## src/rtl/alu_share_pkg.sv

```systemverilog
// rtl/alu_share_pkg.sv - shared types and flag indices for the shared-ALU scheduler
package alu_share_pkg;

    typedef enum logic [1:0] {
        ALU_ADD = 2'b00,
        ALU_SUB = 2'b01,
        ALU_AND = 2'b10,
        ALU_OR  = 2'b11
    } alu_op_t;

    typedef enum logic [1:0] {
        IDLE = 2'b00,
        EXEC = 2'b01,
        RESP = 2'b10
    } ctrl_state_t;

    localparam int FLAG_N = 3;
    localparam int FLAG_Z = 2;
    localparam int FLAG_C = 1;
    localparam int FLAG_V = 0;

endpackage

```

## src/rtl/alu.sv

```systemverilog
// rtl/alu.sv - team 2-bit-op ALU (ADD/SUB/AND/OR); NZCV flags when ALU_FLAGS_EN is defined
module alu
    import alu_share_pkg::*;
#(
    parameter int DATA_W = 32
) (
    input  logic [DATA_W-1:0] a,
    input  logic [DATA_W-1:0] b,
    input  alu_op_t           op,
    output logic [DATA_W-1:0] result
`ifdef ALU_FLAGS_EN
    ,
    output logic [3:0]        flags
`endif
);

`ifdef ALU_FLAGS_EN
    logic [DATA_W:0] sum;

    // SUB is a + ~b + 1 so the carry out is the ARM-style NOT borrow.
    always_comb begin
        sum   = '0;
        flags = '0;
        case (op)
            ALU_ADD: sum = {1'b0, a} + {1'b0, b};
            ALU_SUB: sum = {1'b0, a} + {1'b0, ~b} + (DATA_W+1)'(1);
            ALU_AND: sum = {1'b0, a & b};
            default: sum = {1'b0, a | b};
        endcase
        result        = sum[DATA_W-1:0];
        flags[FLAG_N] = result[DATA_W-1];
        flags[FLAG_Z] = (result == '0);
        case (op)
            ALU_ADD: begin
                flags[FLAG_C] = sum[DATA_W];
                flags[FLAG_V] = (a[DATA_W-1] == b[DATA_W-1]) && (result[DATA_W-1] != a[DATA_W-1]);
            end
            ALU_SUB: begin
                flags[FLAG_C] = sum[DATA_W];
                flags[FLAG_V] = (a[DATA_W-1] != b[DATA_W-1]) && (result[DATA_W-1] != a[DATA_W-1]);
            end
            default: begin
                flags[FLAG_C] = 1'b0;
                flags[FLAG_V] = 1'b0;
            end
        endcase
    end
`else
    always_comb begin
        case (op)
            ALU_ADD: result = a + b;
            ALU_SUB: result = a - b;
            ALU_AND: result = a & b;
            default: result = a | b;
        endcase
    end
`endif

endmodule

```

## src/rtl/rr_arbiter.sv

```systemverilog
// rtl/rr_arbiter.sv - combinational round-robin one-hot grant starting at ptr
module rr_arbiter #(
    parameter  int NUM_REQ = 4,
    localparam int ID_W    = $clog2(NUM_REQ)
) (
    input  logic [NUM_REQ-1:0] req,
    input  logic [ID_W-1:0]    ptr,
    output logic [NUM_REQ-1:0] grant
);

    logic              found;
    logic [ID_W:0]     sum;
    logic [ID_W-1:0]   idx;

    // Walk the requesters from ptr upward, wrapping at NUM_REQ; first hit wins.
    always_comb begin
        grant = '0;
        found = 1'b0;
        sum   = '0;
        idx   = '0;
        for (int i = 0; i < NUM_REQ; i++) begin
            sum = {1'b0, ptr} + (ID_W+1)'(i);
            if (sum >= (ID_W+1)'(NUM_REQ)) begin
                sum = sum - (ID_W+1)'(NUM_REQ);
            end
            idx = sum[ID_W-1:0];
            if (!found && req[idx]) begin
                grant[idx] = 1'b1;
                found      = 1'b1;
            end
        end
    end

endmodule

```

## src/rtl/alu_share_ctrl.sv

```systemverilog
// rtl/alu_share_ctrl.sv - round-robin scheduler sharing one ALU among NUM_REQ requesters
// Optional resp_flags output when ALU_FLAGS_EN is defined.
module alu_share_ctrl
    import alu_share_pkg::*;
#(
    parameter  int NUM_REQ = 4,
    parameter  int DATA_W  = 32,
    localparam int ID_W    = $clog2(NUM_REQ)
) (
    input  logic                      clk,
    input  logic                      rst,
    input  logic [NUM_REQ-1:0]        req_valid,
    input  logic [NUM_REQ*2-1:0]      req_op,
    input  logic [NUM_REQ*DATA_W-1:0] req_a,
    input  logic [NUM_REQ*DATA_W-1:0] req_b,
    output logic [NUM_REQ-1:0]        req_ready,
    output logic                      resp_valid,
    input  logic                      resp_ready,
    output logic [DATA_W-1:0]         resp_data,
    output logic [ID_W-1:0]           resp_id,
`ifdef ALU_FLAGS_EN
    output logic [3:0]                resp_flags,
`endif
    output logic                      busy
);

    ctrl_state_t       state_q, state_d;
    logic [ID_W-1:0]   rr_ptr_q, rr_ptr_d;
    alu_op_t           op_q, op_d;
    logic [DATA_W-1:0] a_q, a_d;
    logic [DATA_W-1:0] b_q, b_d;
    logic [ID_W-1:0]   id_q, id_d;
    logic [DATA_W-1:0] resp_data_q, resp_data_d;
    logic [NUM_REQ-1:0] grant;
    logic [DATA_W-1:0] alu_result;
`ifdef ALU_FLAGS_EN
    logic [3:0]        flags_q, flags_d;
    logic [3:0]        alu_flags;
`endif

    rr_arbiter #(.NUM_REQ(NUM_REQ)) u_arb (
        .req   (req_valid),
        .ptr   (rr_ptr_q),
        .grant (grant)
    );

    alu #(.DATA_W(DATA_W)) u_alu (
        .a      (a_q),
        .b      (b_q),
        .op     (op_q),
        .result (alu_result)
`ifdef ALU_FLAGS_EN
        ,
        .flags  (alu_flags)
`endif
    );

    always_comb begin
        state_d     = state_q;
        rr_ptr_d    = rr_ptr_q;
        op_d        = op_q;
        a_d         = a_q;
        b_d         = b_q;
        id_d        = id_q;
        resp_data_d = resp_data_q;
`ifdef ALU_FLAGS_EN
        flags_d     = flags_q;
`endif
        req_ready   = '0;
        resp_valid  = 1'b0;
        case (state_q)
            IDLE: begin
                req_ready = grant;
                for (int i = 0; i < NUM_REQ; i++) begin
                    if (grant[i]) begin
                        op_d = alu_op_t'(req_op[2*i +: 2]);
                        a_d  = req_a[DATA_W*i +: DATA_W];
                        b_d  = req_b[DATA_W*i +: DATA_W];
                        id_d = ID_W'(i);
                    end
                end
                if (|grant) begin
                    state_d = EXEC;
                end
            end
            EXEC: begin
                resp_data_d = alu_result;
`ifdef ALU_FLAGS_EN
                flags_d     = alu_flags;
`endif
                state_d     = RESP;
            end
            RESP: begin
                resp_valid = 1'b1;
                if (resp_ready) begin
                    // Next search starts just past the requester we served.
                    rr_ptr_d = (id_q == ID_W'(NUM_REQ-1)) ? '0 : id_q + ID_W'(1);
                    state_d  = IDLE;
                end
            end
            default: state_d = IDLE;
        endcase
    end

    always_ff @(posedge clk) begin
        if (rst) begin
            state_q     <= IDLE;
            rr_ptr_q    <= '0;
            op_q        <= ALU_ADD;
            a_q         <= '0;
            b_q         <= '0;
            id_q        <= '0;
            resp_data_q <= '0;
`ifdef ALU_FLAGS_EN
            flags_q     <= '0;
`endif
        end else begin
            state_q     <= state_d;
            rr_ptr_q    <= rr_ptr_d;
            op_q        <= op_d;
            a_q         <= a_d;
            b_q         <= b_d;
            id_q        <= id_d;
            resp_data_q <= resp_data_d;
`ifdef ALU_FLAGS_EN
            flags_q     <= flags_d;
`endif
        end
    end

    assign resp_data = resp_data_q;
    assign resp_id   = id_q;
    assign busy      = (state_q != IDLE);
`ifdef ALU_FLAGS_EN
    assign resp_flags = flags_q;
`endif

endmodule

```

## config.mk

```make
export PLATFORM = sky130hd
export DESIGN_NAME = alu_share_ctrl
export DESIGN_NICKNAME = d
export VERILOG_FILES = /design/src/rtl/alu_share_pkg.sv /design/src/rtl/alu.sv /design/src/rtl/rr_arbiter.sv /design/src/rtl/alu_share_ctrl.sv
export SDC_FILE = /design/constraint.sdc
export NUM_CORES = 1
export LEC_CHECK = 0
export CAP_MARGIN = 20
export CELL_PAD_IN_SITES_DETAIL_PLACEMENT = 0
export CELL_PAD_IN_SITES_GLOBAL_PLACEMENT = 1
export CORE_MARGIN = 5
export CORE_UTILIZATION = 36
export CTS_BUF_LIST = sky130_fd_sc_hd__clkbuf_8
export CTS_CLUSTER_DIAMETER = 80
export DETAILED_ROUTE_END_ITERATION = 16
export PLACE_DENSITY_LB_ADDON = 0.1
export REMOVE_ABC_BUFFERS = 1
export SYNTH_ARGS = -nofsm -noshare
export SYNTH_HDL_FRONTEND = slang
export SYNTH_SLANG_ARGS = --single-unit
```

## constraint.sdc

```tcl
create_clock -name clk -period 5.9 [get_ports clk]
set_input_delay 1.18 -clock clk [delete_from_list [all_inputs] [get_ports clk]]
set_output_delay 1.18 -clock clk [all_outputs]
set_load 0.01 [all_outputs]
```

==> flow_metrics.tcl, run 1 <==
set metrics [dict create \
    outcome "complete, no violations" \
    drt-wirelength-per-cell_um 17.0 \
    nets 1713 \
    drive_above_1_share 0.0561 \
    placed_cells 1715 \
    die_x_um 167 \
    total_power_mw 4.38 \
    worst_slew_pin_slew_ns 0.866 \
    row_count 57 \
    crit_required_ns 4.72 \
    die_area_mm2 0.0280 \
    post-synth-top-area-cell "dfxtp_1" \
    io_buffers 310 \
    netlist_top_cells_area "dfxtp_1, a211oi_1, nor2_1, mux2i_1, a21oi_1" \
    post-synth-top-count-cell "nor2_1" \
    cts_inserted_buffers 9 \
    synth_area_per_cell_um2 7.66 \
    clock.fmax_mhz 207 \
    synth_flop_cell "dfxtp_1" \
    clockBufferDepth 2 \
    core-area_mm2 0.0244 \
    ir_worst_vdd_mv 0.141 \
    drt_iter0_drc 536 \
    drc 0 \
    cts_sinks 104 \
    io_pins 311 \
    routed_wl_um 29400 \
    vias_per_cell 5.27 \
    postCtsHoldBufs 0 \
    hold_path_class "reg2reg" \
    ys_async_sr_fraction 0 \
    syn_to_final_growth_pct 38.5 \
    hold_viol 0 \
    synth_cell_types 65 \
    clk_pin_slew_ns 0.10 \
    die_h_um 167 \
    cts-root-buf "clkbuf_8" \
    rsz0062_at_grt "false" \
    ys_seq_elements 104 \
    final_area_mm2 0.0124 \
    first_pass_iters 5 \
    relSlewSlack 0.422 \
    mappedNetlistArea_mm2 0.00892 \
    cts_tree "done" \
    cts.repair.resized 0 \
    place_congestion 0.905 \
    seq_area_frac_synth 0.233 \
    multi_input_area_mm2 0.00637 \
    postCtsSetupBuffers 0 \
    maxCapViolCount 0 \
    dp_hpwl_um 23200 \
    grt_pass1_vias 8582 \
    path_max_fanout 7 \
    min_period_over_period 0.819 \
    htreeDepth 3 \
    end_kind "output port" \
    diodes 0 \
    leakage_nw 4.61 \
    grt_start_max_net_pins 93 \
    fillers 2491 \
    final-setup-viol-count 0 \
    worstSetupStartpointType "input port" \
    track_usage 0.202 \
    final_cell_count_no_fill 1731 \
    clk_latency_ns 0.39 \
    globalRouteOverflowTotal 0 \
    clock_skew_ns 0.0130 \
    power_density_mw_per_mm2 355 \
    grt_pass1_wl_um 46700 \
    dpl_cell_area_mm2 0.0121 \
    synthCells 1164 \
    synth-edff-count 0 \
    crit_type "in2out" \
    crit_arrival_ns 3.65 \
    synth_commonest_cells "nor2_1, a21oi_1, a211oi_1" \
    timing.final.max_slew_violations 0 \
    antenna_found_initial 0 \
    ant_nets 0 \
    yosysTopAreaCellShare 0.233 \
    ys_warn_count 0 \
    start_util 0.366 \
    fin_crit_ns 4.83 \
    dr_total_vias 9119 \
    seq_area_mm2 0.00208 \
]
cells in the final DEF, fill, tap and decap left out, types with 4 or more instances in the layout:
cell and count:
or4_1 4, a211oi_1 115, mux4_2 4, xor2_1 37, maj3_1 18, o21bai_1 4, and2_1 4, clkbuf_8 10
nand2_1 47, o31ai_1 7, xnor2_1 20, a31oi_1 6, mux2i_1 69, ha_1 39, o211ai_1 13, dfxtp_1 103
o21ai_0 56, a211oi_2 30, clkdlybuf4s50_1 309, a21o_1 13, nand3_1 12, buf_4 15, nor3_1 23, a21oi_1 132
nand2b_1 10, a22oi_1 4, o21a_1 6, o41ai_1 6, nor2b_1 10, inv_1 15, nor2_1 209
power breakdown:
part / internal [mW] / switching [mW] / leakage (nW)
Clock: 0.250 / 0.257 / 0.115
Combinational: 1.25 / 1.52 / 3.63
Sequential: 0.880 / 0.226 / 0.861
per-layer routing:
metal / up-vias / global-route usage / part of all wire / wire (um)
met3: 20 / 0.0455 / 0.062 / 1840
li1: 4762 / - / - / -
met4: 0 / 0.0416 / 0.012 / 365
met5: - / 0 / 0 / 0
met2: 264 / 0.315 / 0.44 / 13000
met1: 4073 / 0.287 / 0.48 / 14200
cell type report:
cell class | instances | share of cell area
tap | 324 | 0.0328
multi-input combinational | 948 | 0.515
clock inverter | 6 | 0.00678
clock buffer | 10 | 0.0111
sequential | 104 | 0.169
timing repair buffer | 325 | 0.261
inverter | 14 | 0.00425
path summary, 6_finish.rpt:
| path | startpoint | to | slack (ns) | cells past startpoint |
|---|---|---|---|---|
| worst max register to register | b_q[2] | resp_data[31] | 1.13 | 16 |
| worst max-delay path | req_valid[3] | req_ready[1] | 1.07 | 7 |
| worst min register to register | resp_data[8] | resp_data[8] | 0.46 | 2 |
| worst min-delay path | resp_data[8] | resp_data[8] | 0.46 | 2 |
kinds of logic after synthesis:
logic type,count (synthesis),synth area share
compound gates,416,0.319
simple gates,344,0.170
buf+inv,112,0.0567
flops,104,0.233
mux,73,0.0875
fa+ha+maj,58,0.0771
xor+xnor,57,0.0560
stage by stage:
step                      utilization  worst slack [ns]  hold slack, ns  TNS (ns)
after global routing            0.507             0.761           0.479         0
after global placement          0.498              1.06           0.445         0
after CTS                       0.507              1.07           0.460         0
final                           0.507              1.07           0.457         0
after detailed placement        0.498             0.984           0.446         0
after floorplan                     -             -2.11           0.474   -141.72
registers in the layout (all words and copies together) (netlist names):
signal and flops:
resp_id 2, b_q 32, op_q 2, rr_ptr_q 2, state_q 2, a_q 32
resp_data 32
worst max-delay path, stage by stage:
cell and delay, ns:
clkdlybuf4s50_1 0.45, mux4_2 0.59, nor3b_2 0.47, a22oi_1 0.21
nand2_4 0.10, and2_1 0.12, clkdlybuf4s50_1 0.53
Power figures use the tool's default switching activity.
==> inputs of run 2 (changes only) <==
--- a/config.mk
+++ b/config.mk
@@ -9,7 +9,7 @@
 export CELL_PAD_IN_SITES_DETAIL_PLACEMENT = 0
 export CELL_PAD_IN_SITES_GLOBAL_PLACEMENT = 1
 export CORE_MARGIN = 5
-export CORE_UTILIZATION = 36
+export CORE_UTILIZATION = 30
 export CTS_BUF_LIST = sky130_fd_sc_hd__clkbuf_8
 export CTS_CLUSTER_DIAMETER = 80
 export DETAILED_ROUTE_END_ITERATION = 16
==> constraint.sdc (replaced) <==
create_clock -name clk -period 4.1 [get_ports clk]
set_input_delay 0.82 -clock clk [delete_from_list [all_inputs] [get_ports clk]]
set_output_delay 0.82 -clock clk [all_outputs]
set_load 0.01 [all_outputs]
==> run 2 against run 1 <==
Net effect:
- via count grew 3.0%
- sequential share of layout area is 1.2 points lower
- critical path depth grew 10
- largest power group unchanged
==> flow_metrics.tcl, run 2 (synthesis results as in run 1) <==
set metrics [dict create \
    outcome "complete, no violations" \
    grt_pass1_vias 9256 \
    syn_to_final_growth_pct 49.7 \
    hold_viol 0 \
    post-route-util 0.453 \
    clockBufferDepth 2 \
    ant_nets 0 \
    ir_worst_vdd_mv 0.245 \
    htreeDepth 3 \
    hold_path_class "reg2reg" \
    place_congestion 0.845 \
    leakage_nw 5.11 \
    fin_crit_ns 4.06 \
    timing.final.max_slew_violations 0 \
    grt_start_max_net_pins 134 \
    first_pass_iters 5 \
    final_common_cell "clkdlybuf4s50_1" \
    final-setup-viol-count 0 \
    drc 0 \
    fillers 2975 \
    crit_required_ns 4.37 \
    timing.hold.ws_ns 0.466 \
    met1_length_um 14500 \
    nets 1794 \
    die_h_um 182 \
    clk_latency_ns 0.39 \
    route.met3.wl_um 1570 \
    dp_hpwl_um 23300 \
    cts_sinks 104 \
    antenna_found_initial 0 \
    io_buffers 310 \
    worst_slew_pin_slew_ns 1.01 \
    power_density_mw_per_mm2 530 \
    path_max_fanout 5 \
    grt_pass1_wl_um 48000 \
    die_x_um 182 \
    routed_wl_um 29900 \
    drt_iter0_drc 382 \
    core-area_mm2 0.0295 \
    clk_pin_slew_ns 0.10 \
    dp_worst_setup_slack_ns -0.175 \
    diodes 0 \
    crit_type "reg2reg" \
    top_layer_used "met4" \
    clock_skew_ns 0.0146 \
    rsz0062_at_grt "true" \
    wl_met2_um 13500 \
    postCtsHoldBufs 0 \
    maxCapViolCount 0 \
    final_cell_mix "clkdlybuf4s50_1, nor2_1, a21oi_1" \
    die_area_mm2 0.0333 \
    start_util 0.303 \
    clock.fmax_mhz 247 \
    worstSetupStartpointType "flip-flop" \
    drt-wirelength-per-cell_um 15.9 \
    cts-root-buf "clkbuf_8" \
    vias_per_cell 5.00 \
    relSlewSlack 0.328 \
    cts_tree "done" \
    row_count 63 \
    min_period_over_period 0.989 \
    io_pins 311 \
    crit_arrival_ns 4.33 \
    dr_total_vias 9392 \
    finalWorstSetupSlack_ns 0.0449 \
    drive_above_1_share 0.132 \
    cts_inserted_buffers 9 \
    track_usage 0.173 \
    globalRouteOverflowTotal 0 \
    end_kind "flip-flop" \
]
[run 2: what timing repair did]
item	in CTS	in global routing
pin swaps	10	16
hold endpoints to repair	0	0
buffers inserted	1	2
endpoints found under the setup margin	7	18
resized for setup	12	44
[run 2: critical path, cell delays in order, from the launching register on]
cell       delay [ns]
dfxtp_1          0.33
nor3_2           0.21
nand2b_1         0.14
or3_1            0.36
or3_4            0.40
or3_4            0.39
or2_4            0.25
buf_6            0.13
o41ai_4          0.20
xor2_1           0.26
ha_4             0.26
nand2_2          0.06
o21ai_1          0.06
a21o_1           0.18
a21oi_1          0.12
o21ai_1          0.09
xnor2_1          0.13
a2111oi_1        0.36
[run 2: area by class of cell]
cell class,count,area [um2],share of cell area
inverters,14,52.6,0.00394
repair buffers,406,3930,0.295
well taps,390,488,0.0365
flip-flops and latches,104,2090,0.156
clock inverters,6,83.8,0.00628
clock buffers,10,138,0.0103
multi-input cells,948,6570,0.492
[run 2: layer usage]
layer / GRT usage / up-vias
met1: 0.240 / 4246
met5: 0 / -
met3: 0.0377 / 9
li1: - / 4914
met2: 0.282 / 223
met4: 0.0291 / 0
[run 2: path summary, 6_finish.rpt]
kind	start	to	slack [ns]	cells after the start
max reg2reg	b_q[2]	resp_data[30]	0.04	17
min reg2reg	resp_data[11]	resp_data[11]	0.47	2
max	b_q[2]	resp_data[30]	0.04	17
min	resp_data[11]	resp_data[11]	0.47	2
[run 2: metrics by stage]
stage / power (mW) / area [um2] / TNS [ns] / std cells
after CTS: 6.99 / 13200 / -0.0255 / 1876
final: 7.07 / 13400 / 0 / 1878
after global routing: 7.72 / 13400 / -0.498 / 1878
after floorplan: 4.38 / 8470 / -251.76 / 1066
after global placement: 6.16 / 12900 / -0.341 / 1859
after detailed placement: 6.17 / 12900 / -0.496 / 1859
[run 2: power breakdown]
group,internal (mW),total (mW),leakage [nW],switching (mW)
sequential,1.27,1.52,0.862,0.248
clock,0.359,0.740,0.115,0.381
combinational,2.29,4.82,4.13,2.53
total,3.92,7.07,5.11,3.16
==> inputs of run 3 (changes only) <==
--- a/config.mk
+++ b/config.mk
@@ -8,7 +8,6 @@
 export CAP_MARGIN = 20
 export CELL_PAD_IN_SITES_DETAIL_PLACEMENT = 0
 export CELL_PAD_IN_SITES_GLOBAL_PLACEMENT = 1
-export CORE_MARGIN = 5
 export CORE_UTILIZATION = 30
 export CTS_BUF_LIST = sky130_fd_sc_hd__clkbuf_8
 export CTS_CLUSTER_DIAMETER = 80
==> run 3 against run 2 <==
Net effect:
- hold slack improved by 0.0026 ns
- flip-flop and latch count unchanged
- clock skew about the same
- clock power decreased by 4.6%
- highest routed layer unchanged
- critical endpoint is now resp_data[29]
- non-clock buffer count increased by 7
- largest cell class unchanged
- utilization increased by 1.2 points
- wire length decreased by 2.2%
- sequential power about the same
==> flow_metrics.tcl, run 3 (synthesis results as in run 1) <==
set metrics [dict create \
    outcome "complete, no violations" \
    final_common_cell "clkdlybuf4s50_1" \
    crit_type "reg2reg" \
    io_pins 311 \
    clk_latency_ns 0.40 \
    grt_pass1_vias 9302 \
    maxCapViolCount 0 \
    dpl_cell_area_mm2 0.0129 \
    core-area_mm2 0.0290 \
    seq_area_mm2 0.00209 \
    final-setup-viol-count 0 \
    nets 1801 \
    dp_hpwl_um 22900 \
    clk_pin_slew_ns 0.11 \
    drt-wirelength-per-cell_um 15.5 \
    diodes 0 \
    cts_inserted_buffers 9 \
    die_x_um 174 \
    leakage_nw 5.15 \
    crit_required_ns 4.38 \
    cts-root-buf "clkbuf_8" \
    worstSetupStartpointType "flip-flop" \
    timing.final.max_slew_violations 0 \
    final_area_mm2 0.0135 \
    routed_wl_um 29200 \
    row_count 62 \
    vias_per_cell 5.06 \
    rr_worst_depth 16 \
    hold_path_class "reg2reg" \
    crit_arrival_ns 4.38 \
    clockBufferDepth 2 \
    drt_iter0_drc 462 \
    clock.fmax_mhz 244 \
    end_kind "flip-flop" \
    hold_viol 0 \
    globalRouteOverflowTotal 0 \
    syn_to_final_growth_pct 51.3 \
    rsz0062_at_grt "true" \
    first_pass_iters 4 \
    grt_start_max_net_pins 76 \
    path_max_fanout 5 \
    cts_tree "done" \
    clock_skew_ns 0.0150 \
    postCtsHoldBufs 0 \
    place_congestion 0.870 \
    relSlewSlack 0.340 \
    dr_total_vias 9508 \
    drc 0 \
    finalWorstSetupSlack_ns 0.000250 \
    die_h_um 174 \
    min_period_over_period 1.00 \
    die_area_mm2 0.0304 \
    io_buffers 310 \
    worst_slew_pin_slew_ns 0.986 \
    multi_input_area_mm2 0.00666 \
    fillers 2933 \
    final_cell_mix "clkdlybuf4s50_1, nor2_1, a21oi_1" \
    timing.hold.ws_ns 0.469 \
    track_usage 0.191 \
    fin_crit_ns 4.10 \
    hold_path_depth 2 \
    ir_worst_vdd_mv 0.242 \
    htreeDepth 3 \
    ant_nets 0 \
    grt_pass1_wl_um 47400 \
    start_util 0.307 \
    dp_worst_setup_slack_ns -0.189 \
    drive_above_1_share 0.144 \
    cts_sinks 104 \
    power_density_mw_per_mm2 533 \
    antenna_found_initial 0 \
]
## run 3: metrics by stage
step / std cells / util / total power [mW] / setup TNS, ns
6_report: 1879 / 0.465 / 7.19 / 0
5_1_grt: 1879 / 0.465 / 7.84 / -1.44
4_1_cts: 1877 / 0.457 / 7.02 / -0.0640
3_5_place_dp: 1860 / 0.446 / 6.22 / -0.571
3_3_place_gp: 1860 / 0.446 / 6.21 / -0.338
2_1_floorplan: 1066 / - / 4.38 / -251.76
## run 3: power breakdown
group / internal, mW / total (mW) / switching, mW
registers: 1.27 / 1.51 / 0.247
logic: 2.37 / 4.97 / 2.59
clock network: 0.309 / 0.706 / 0.397
## run 3: repair_timing
item | CTS | global route
resized for setup | 24 | 53
cloned | 0 | 0
endpoints found under the setup margin | 11 | 17
setup buffers | 1 | 2
pin swaps | 19 | 22
## run 3: path summary, 6_finish.rpt
path | startpoint | to | slack [ns]
worst max-delay path | b_q[4] | resp_data[29] | 0.0003
worst min-delay path | resp_data[8] | resp_data[8] | 0.47
worst max register to register | b_q[4] | resp_data[29] | 0.0003
worst min register to register | resp_data[8] | resp_data[8] | 0.47
## run 3: critical path, stage by stage (launching register included)
cell and delay, ns:
dfxtp_2 0.35, nor3_4 0.19, nand2b_1 0.13, or3_4 0.39, or3_4 0.43, or3_4 0.35
or2_4 0.27, o21ai_2 0.14, xor2_1 0.16, ha_1 0.29, buf_6 0.15, a21o_1 0.23
a211oi_2 0.24, nor3_1 0.06, a311oi_1 0.32, xor2_1 0.19, a21oi_1 0.08
## run 3: per-layer routing
metal  track usage  vias to the layer above  wire length (um)
met1         0.267                     4342             14300
met4        0.0424                        0               241
met3        0.0311                       13              1460
met5             0                        -                 0
li1              -                     4924                 -
met2         0.306                      229             13200
## run 3: cell type report
cell class / count / share of cell area
Tap cell: 384 / 0.0356
Clock inverter: 6 / 0.00556
Inverter: 14 / 0.00389
Clock buffer: 10 / 0.0102
Multi-Input combinational cell: 948 / 0.493
Sequential cell: 104 / 0.155
Timing Repair Buffer: 413 / 0.296
